$ cat src/rtl/riscv_pkg.sv
// Shared fetch-stage definitions: FSM state encoding, opcode constants and the
// canonical NOP word loaded into the instruction register on reset.
package riscv_pkg;

    typedef enum logic [1:0] {
        S_IDLE = 2'd0,
        S_REQ  = 2'd1,
        S_DONE = 2'd2,
        S_ERR  = 2'd3
    } fetch_state_e;

    localparam logic [6:0]  OP_IMM    = 7'b0010011;
    localparam logic [6:0]  OP        = 7'b0110011;
    // addi x0, x0, 0
    localparam logic [31:0] NOP_INSTR = {12'h000, 5'd0, 3'b000, 5'd0, OP_IMM};

    function automatic logic [31:0] sext12(input logic [11:0] v);
        return {{20{v[11]}}, v};
    endfunction

endpackage

$ cat src/rtl/ir_field_decode.sv
// Pure combinational slicing of an instruction word into its RV32 fields,
// including the sign-extended I-type immediate.
module ir_field_decode
    import riscv_pkg::*;
(
    input  logic [31:0] ir_i,
    output logic [6:0]  opcode_o,
    output logic [4:0]  rd_o,
    output logic [2:0]  funct3_o,
    output logic [4:0]  rs1_o,
    output logic [4:0]  rs2_o,
    output logic [6:0]  funct7_o,
    output logic [31:0] imm_i_o
);

    assign opcode_o = ir_i[6:0];
    assign rd_o     = ir_i[11:7];
    assign funct3_o = ir_i[14:12];
    assign rs1_o    = ir_i[19:15];
    assign rs2_o    = ir_i[24:20];
    assign funct7_o = ir_i[31:25];
    assign imm_i_o  = sext12(ir_i[31:20]);

endmodule

$ cat src/rtl/instr_fetch.sv
// Instruction fetch unit: one outstanding memory read at a time, with a
// bounded wait for mem_ready and a sticky error state on timeout.
module instr_fetch
    import riscv_pkg::*;
#(
    parameter logic [31:0] RESET_PC = 32'h0000_0000,
    parameter int unsigned TIMEOUT  = 15
) (
    input  logic        clk,
    input  logic        reset,
    input  logic        fetch_req,
    input  logic        pc_wr_en,
    input  logic [31:0] pc_target,
    output logic        mem_req,
    output logic [31:0] mem_addr,
    input  logic        mem_ready,
    input  logic [31:0] mem_rdata,
    output logic [31:0] ir,
    output logic [31:0] ir_pc,
    output logic [31:0] pc,
    output logic [6:0]  opcode,
    output logic [4:0]  rd,
    output logic [2:0]  funct3,
    output logic [4:0]  rs1,
    output logic [4:0]  rs2,
    output logic [6:0]  funct7,
    output logic [31:0] imm_i,
    output logic        fetch_done,
    output logic        fetch_err,
    output logic        busy
);

    localparam int WW = (TIMEOUT < 1) ? 1 : $clog2(TIMEOUT + 1);
    localparam logic [WW-1:0] TO_CNT = WW'(TIMEOUT);

    fetch_state_e  state_q, state_d;
    logic [31:0]   pc_q, pc_d;
    logic [31:0]   ir_q, ir_d;
    logic [31:0]   ir_pc_q, ir_pc_d;
    logic [WW-1:0] wait_q, wait_d;

    always_ff @(posedge clk) begin
        if (reset) begin
            state_q <= S_IDLE;
            pc_q    <= RESET_PC;
            ir_q    <= NOP_INSTR;
            ir_pc_q <= RESET_PC;
            wait_q  <= '0;
        end else begin
            state_q <= state_d;
            pc_q    <= pc_d;
            ir_q    <= ir_d;
            ir_pc_q <= ir_pc_d;
            wait_q  <= wait_d;
        end
    end

    always_comb begin
        state_d = state_q;
        pc_d    = pc_q;
        ir_d    = ir_q;
        ir_pc_d = ir_pc_q;
        wait_d  = wait_q;
        case (state_q)
            S_IDLE: begin
                wait_d = '0;
                // Branch target is word-aligned; a same-cycle fetch sees it via pc_q.
                if (pc_wr_en) pc_d = pc_target & 32'hFFFF_FFFC;
                if (fetch_req) state_d = S_REQ;
            end
            S_REQ: begin
                if (mem_ready) begin
                    ir_d    = mem_rdata;
                    ir_pc_d = pc_q;
                    pc_d    = pc_q + 32'd4;
                    wait_d  = '0;
                    state_d = S_DONE;
                end else if (wait_q == TO_CNT) begin
                    state_d = S_ERR;
                end else begin
                    wait_d = wait_q + WW'(1);
                end
            end
            S_DONE:  state_d = S_IDLE;
            S_ERR:   state_d = S_ERR;
            default: state_d = S_IDLE;
        endcase
    end

    assign mem_req    = (state_q == S_REQ);
    assign mem_addr   = pc_q;
    assign fetch_done = (state_q == S_DONE);
    assign fetch_err  = (state_q == S_ERR);
    assign busy       = (state_q != S_IDLE);
    assign pc         = pc_q;
    assign ir         = ir_q;
    assign ir_pc      = ir_pc_q;

    ir_field_decode u_dec (
        .ir_i     (ir_q),
        .opcode_o (opcode),
        .rd_o     (rd),
        .funct3_o (funct3),
        .rs1_o    (rs1),
        .rs2_o    (rs2),
        .funct7_o (funct7),
        .imm_i_o  (imm_i)
    );

endmodule

$ cat config.mk
export PLATFORM = sky130hd
export DESIGN_NAME = instr_fetch
export DESIGN_NICKNAME = d
export VERILOG_FILES = /design/src/rtl/riscv_pkg.sv /design/src/rtl/ir_field_decode.sv /design/src/rtl/instr_fetch.sv
export SDC_FILE = /design/constraint.sdc
export NUM_CORES = 1
export LEC_CHECK = 0
export CAP_MARGIN = 10
export CELL_PAD_IN_SITES_DETAIL_PLACEMENT = 0
export CELL_PAD_IN_SITES_GLOBAL_PLACEMENT = 1
export CORE_MARGIN = 5
export CORE_UTILIZATION = 28
export DETAILED_ROUTE_END_ITERATION = 10
export HOLD_SLACK_MARGIN = 0.1
export PLACE_DENSITY = 0.88
export SYNTH_ARGS = -nofsm -noshare
export SYNTH_HDL_FRONTEND = slang
export SYNTH_SLANG_ARGS = --single-unit
$ cat constraint.sdc
create_clock -name clk -period 2.3 [get_ports clk]
set_clock_uncertainty 0.05 [all_clocks]
set_input_delay 0.23 -clock clk [delete_from_list [all_inputs] [get_ports clk]]
set_output_delay 0.23 -clock clk [all_outputs]
set_load 0.02 [all_outputs]
Word-level counts from Yosys, hierarchy flattened
Cells that the tools add are included.
Word-level totals
  register bits after elaboration: 102
  bits of input ports: 69
  logic and storage cells: 33
Cells by class
  add/subtract/negate cells: 2
  eq/ne operators: 9
  mux-type cells: 10
  reduce and logical (&&, ||, !) cells: 7
Operators by type and width (number)
  32-bit 2-to-1 mux: 2
  32-bit one-hot mux with 2 select lines: 1
  32-bit by 3-bit adder with 32-bit output (second input constant): 1
  4-bit 2-to-1 mux: 2
  2-bit one-hot mux with 4 select lines: 1
  4-bit one-hot mux with 2 select lines: 1
  2-bit 2-to-1 mux: 3
  2-bit AND reduction: 3
  4-bit by 1-bit adder with 4-bit output (second input constant): 1
  2-bit == test (second input constant): 2
  4-bit == test (second input constant): 1
  2-bit != test (second input constant): 2
  2-bit nonzero test: 2
  3-bit by 1-bit != test with 1-bit output (second input constant): 1
  3-bit != test (second input constant): 1
  3-bit AND reduction: 1
  2-bit by 1-bit == test with 1-bit output (second input constant): 1
  2-bit logical NOT: 1
  2-bit by 1-bit != test with 1-bit output (second input constant): 1

Longest topological paths before layout
  depth in word-level cells: 4
  depth in mapped cells: 8
  mapped depth without buffers: 6

Modules after synthesis
Synthesis repeated with hierarchy kept, for this count alone.
Second synthesis, totals
  cells, all modules: 674
  area total of the unflattened synthesis: 5197.5 um^2
Modules (own cells, without submodules)
  instr_fetch: instances 1, cells an instance 610, area an instance 4717.0 um^2, seq. area each 1961.9 um^2
  ir_field_decode: instances 1, cells an instance 64, area an instance 480.5 um^2, seq. area each 0.0 um^2

Worst setup path after synthesis
Ideal clock, no wire load.
  path type: register -> register
  start: reg pc_q[2], in the netlist mem_addr[2]
  end: reg pc_q[28], in the netlist mem_addr[28]
  data arrival time: 1.869 ns
  data required time: 2.171 ns
  setup slack: 0.302 ns
  cell stages (with the launch flop): 8
  path buffers: 1
  clock period less this slack: 1.998 ns
  path through: dfxtp_1 > ha_1 > nand3_1 > nor4_4 > buf_6 > nand3_1 > or4_1 > o211ai_1
Between the ends
  word-level cells in the longest chain between the ends: 3
RTL lines
  start: declaration: RTL line instr_fetch.sv:37  | logic [31:0] pc_q, pc_d;
  start signal: assignment: RTL line instr_fetch.sv:51  | pc_q <= pc_d;
  32-bit by 3-bit adder with 32-bit output: RTL line instr_fetch.sv:75  | pc_d = pc_q + 32'd4;
  32-bit 2-to-1 mux: RTL line instr_fetch.sv:72  | if (mem_ready) begin
  32-bit one-hot mux with 2 select lines: RTL line instr_fetch.sv:64  | case (state_q)
No other way between the ends. The select of a mux whose other input is x is not followed.
A chain may end at the register's enable or synchronous reset.

Worst setup path after layout
  start: reg state_q[0]
  end: out mem_req
Between the ends
  word-level cells in the longest chain between the ends: 1
RTL lines
  start: declaration: RTL line instr_fetch.sv:36  | fetch_state_e state_q, state_d;
  start signal: assignment: RTL line instr_fetch.sv:50  | state_q <= state_d;
  2-bit by 1-bit == test with 1-bit output: RTL line instr_fetch.sv:90  | assign mem_req = (state_q == S_REQ);
  end: declaration: RTL line instr_fetch.sv:14  | output logic mem_req,
No other way between the ends.

==> metrics.md <==
| Metric | Value |
|---|---|
| Status | finished, final reports clean |
| Async SR Flop Fraction | 0% |
| Worst-margin pin slew | 575 ps |
| Cell Rows | 49 |
| CTS tree | yes |
| # fillers | 1,849 |
| Post-CTS sizing | 0 |
| Reg clk slew, reported paths | 70 ps |
| CTS Sinks | 98 |
| RSZ-0062 raised after global routing | no |
| Antenna violations before repair | 1 |
| Largest family of logic cells by synthesized area | simple AND/OR/NAND/NOR gates |
| Top FF cell, synth | dfxtp_1 |
| Cells after synthesis | 674 |
| Starting Density | 28.6% |
| DP Cell Count | 1,059 |
| Commonest cells after routing, fill and taps aside | 255 x clkdlybuf4s50_1, 143 x nand2_1, 98 x dfxtp_1 |
| Number of H-tree levels | 3 |
| Wirelength, routed | 17.1 mm |
| CP Capture Type | output port |
| Peak supply drop | 0.353 mV |
| Yosys warnings | 0 |
| Vias per cell | 4.83 |
| Commonest non-fill, non-tap cell in the layout | clkdlybuf4s50_1 |
| Synth Area in Simple Gates | 24.7% |
| Routability cong. | 0.791 |
| Mapped Area | 5200 sq um |
| Post-Layout Cell Count | 1,075 |
| Fmax | 0.475 GHz |
| Total power | 4.70 mW |
| Period minus WS final | 2100 ps |
| CORE AREA | 18,100 sq um |
| Routed vias | 5,192 |
| Syn_area_per_cell | 7.71 sq um |
| Vias in the first global route | 4,839 |
| Worst rel slew slack | 61.5% |
| Post-CTS setup buffers | 0 |
| Hold-fix buffers, CTS | 0 |
| XOR/XNOR Fraction of Synth Area | 0.337% |
| Crit Path Category | reg2out |
| Worst Path Max Fanout | 10 |
| Largest net degree at the start of global routing | 53 |
| Routed wire length per instance | 15.9 um |
| IO buf count | 256 |
| TritonCTS Buffers | 9 |
| Total grt overflow | 0 |
| #FFs+latches synth | 98 |
| Root buf cell | clkbuf_16 |
| Max_cap viols | 0 |
| Final setup TNS | 0 ps |
| WHS | 197 ps |
| # IOs | 265 |
| Area growth syn-to-layout | 49.6% |
| Fraction of the mapped netlist area in compound gates | 16.5% |
| Final core utilization | 42.8% |
| Clock buffer depth | 2 |
| Register area share after synthesis | 37.7% |
| Setup slack after layout | 195 ps |
| Worst EP required | 2020 ps |
| Final hold viol count | 0 |
| Die Y | 146 um |
| CP arrival | 1820 ps |
| Net count, final | 912 |
| Fin. max-slew vios | 0 |
| Final Cycle Share | 91.5% |
| Hold Crit Class | in2reg |
| Initial DRC Count | 238 |
| Final setup fails | 0 |
| Share of post-route cells with drive strength above 1 | 7.68% |
| HPWL Detailed | 12.8 mm |
| Post-route ant nets | 0 |
| P_leak | 2.81 nW |
| Post-route cell area | 7770 sq um |
| First-pass GRT wire length | 26.4 mm |
| Pre-CTS WS | 162 ps |
| Mux cell area share after synthesis | 1.54% |
| Pwr Density | 605 nW/um^2 |
| DRT Pass-1 Iters | 5 |
| Die W | 146 um |
| Ant diodes | 0 |
| DRC Markers | 0 |
| Full die area | 21,400 sq um |
| Adder-Cell Fraction of Synth Area | 0.481% |
| GR Util All Layers | 15.1% |
| Post-synthesis cell type count | 57 |
| Placed inst area | 7450 sq um |
| Worst-Skew Late Latency | 350 ps |
| CP startpoint kind | register |
| Post-synth EDFFs | 0 |
[synth_stat cells, types with 4 or more instances]
cell type  count  share of area (%)
buf_4        100                 14
nor2_1        32                2.3
and3_1        13                1.6
nor2b_1        9                1.1
buf_2          9               0.87
o21ai_0       13                1.3
mux2i_1        8                1.5
and2_1         5               0.60
or4_1          4               0.58
a21o_1         5               0.72
nand2_1      144                 10
a21oi_1       88                8.5
a22oi_1        6               0.87
nor3_1         9               0.87
clkbuf_1      28                2.0
o211ai_1       5               0.72
o22ai_1        4               0.48
dfxtp_1       98                 38
nand3_1       15                1.4
inv_1          4               0.29
nand2b_1       4               0.48
or3_1          5               0.60
a211oi_1       4               0.58
nand4_1       11                1.3
[worst paths after layout]
kind,depth (start not counted),slack (ps),end,start
max,4,200,mem_req,state_q[0]
min reg2reg,2,400,ir[31],ir[31]
min,2,200,wait_q[0],reset
max reg2reg,6,300,mem_addr[20],mem_addr[3]
[sequential cells by signal (all words and copies together), names as in the netlist]
name      count
ir_pc        30
ir           32
wait_q        4
state_q       2
mem_addr     30
[cells by family after synthesis]
family / count (synthesis)
AO/OA/AOI/OAI: 146
XOR/XNOR: 2
adder cells (fa/ha/maj): 2
buffers and inverters: 148
flip-flops: 98
multiplexers: 8
other: 1
AND/OR/NAND/NOR: 269
[worst max-delay path, stage by stage, from the launching register on]
cell and delay (ps):
dfxtp_1 350, buf_4 170, nand2b_2 90, inv_2 200, clkdlybuf4s50_1 670
[per-layer routing]
metal	track usage (%)	up-vias	part of all wire, %
li1	-	2521	-
met1	17.9	2427	42
met2	26.2	229	47
met3	5.73	13	9.4
met4	2.96	2	0.79
met5	0	-	0.076
[area by class of cell]
cell class	instances	area (sq um)	share of cell area (%)
Timing Repair Buffer	294	2880	37.1
Inverter	5	18.8	0.241
Clock inverter	4	75.1	0.966
Clock buffer	12	246	3.17
Tap cell	229	287	3.69
Sequential cell	98	1960	25.2
Multi-Input combinational cell	433	2300	29.6
[report_power, final]
group          internal, mW  leakage (nW)  switching (mW)  total (mW)
registers              1.78         0.798          0.0812        1.86
logic                 0.563          1.86           0.630        1.19
clock network         0.984         0.149           0.661        1.65
total                  3.33          2.81            1.37        4.70
(Power assumes the default switching activity.)
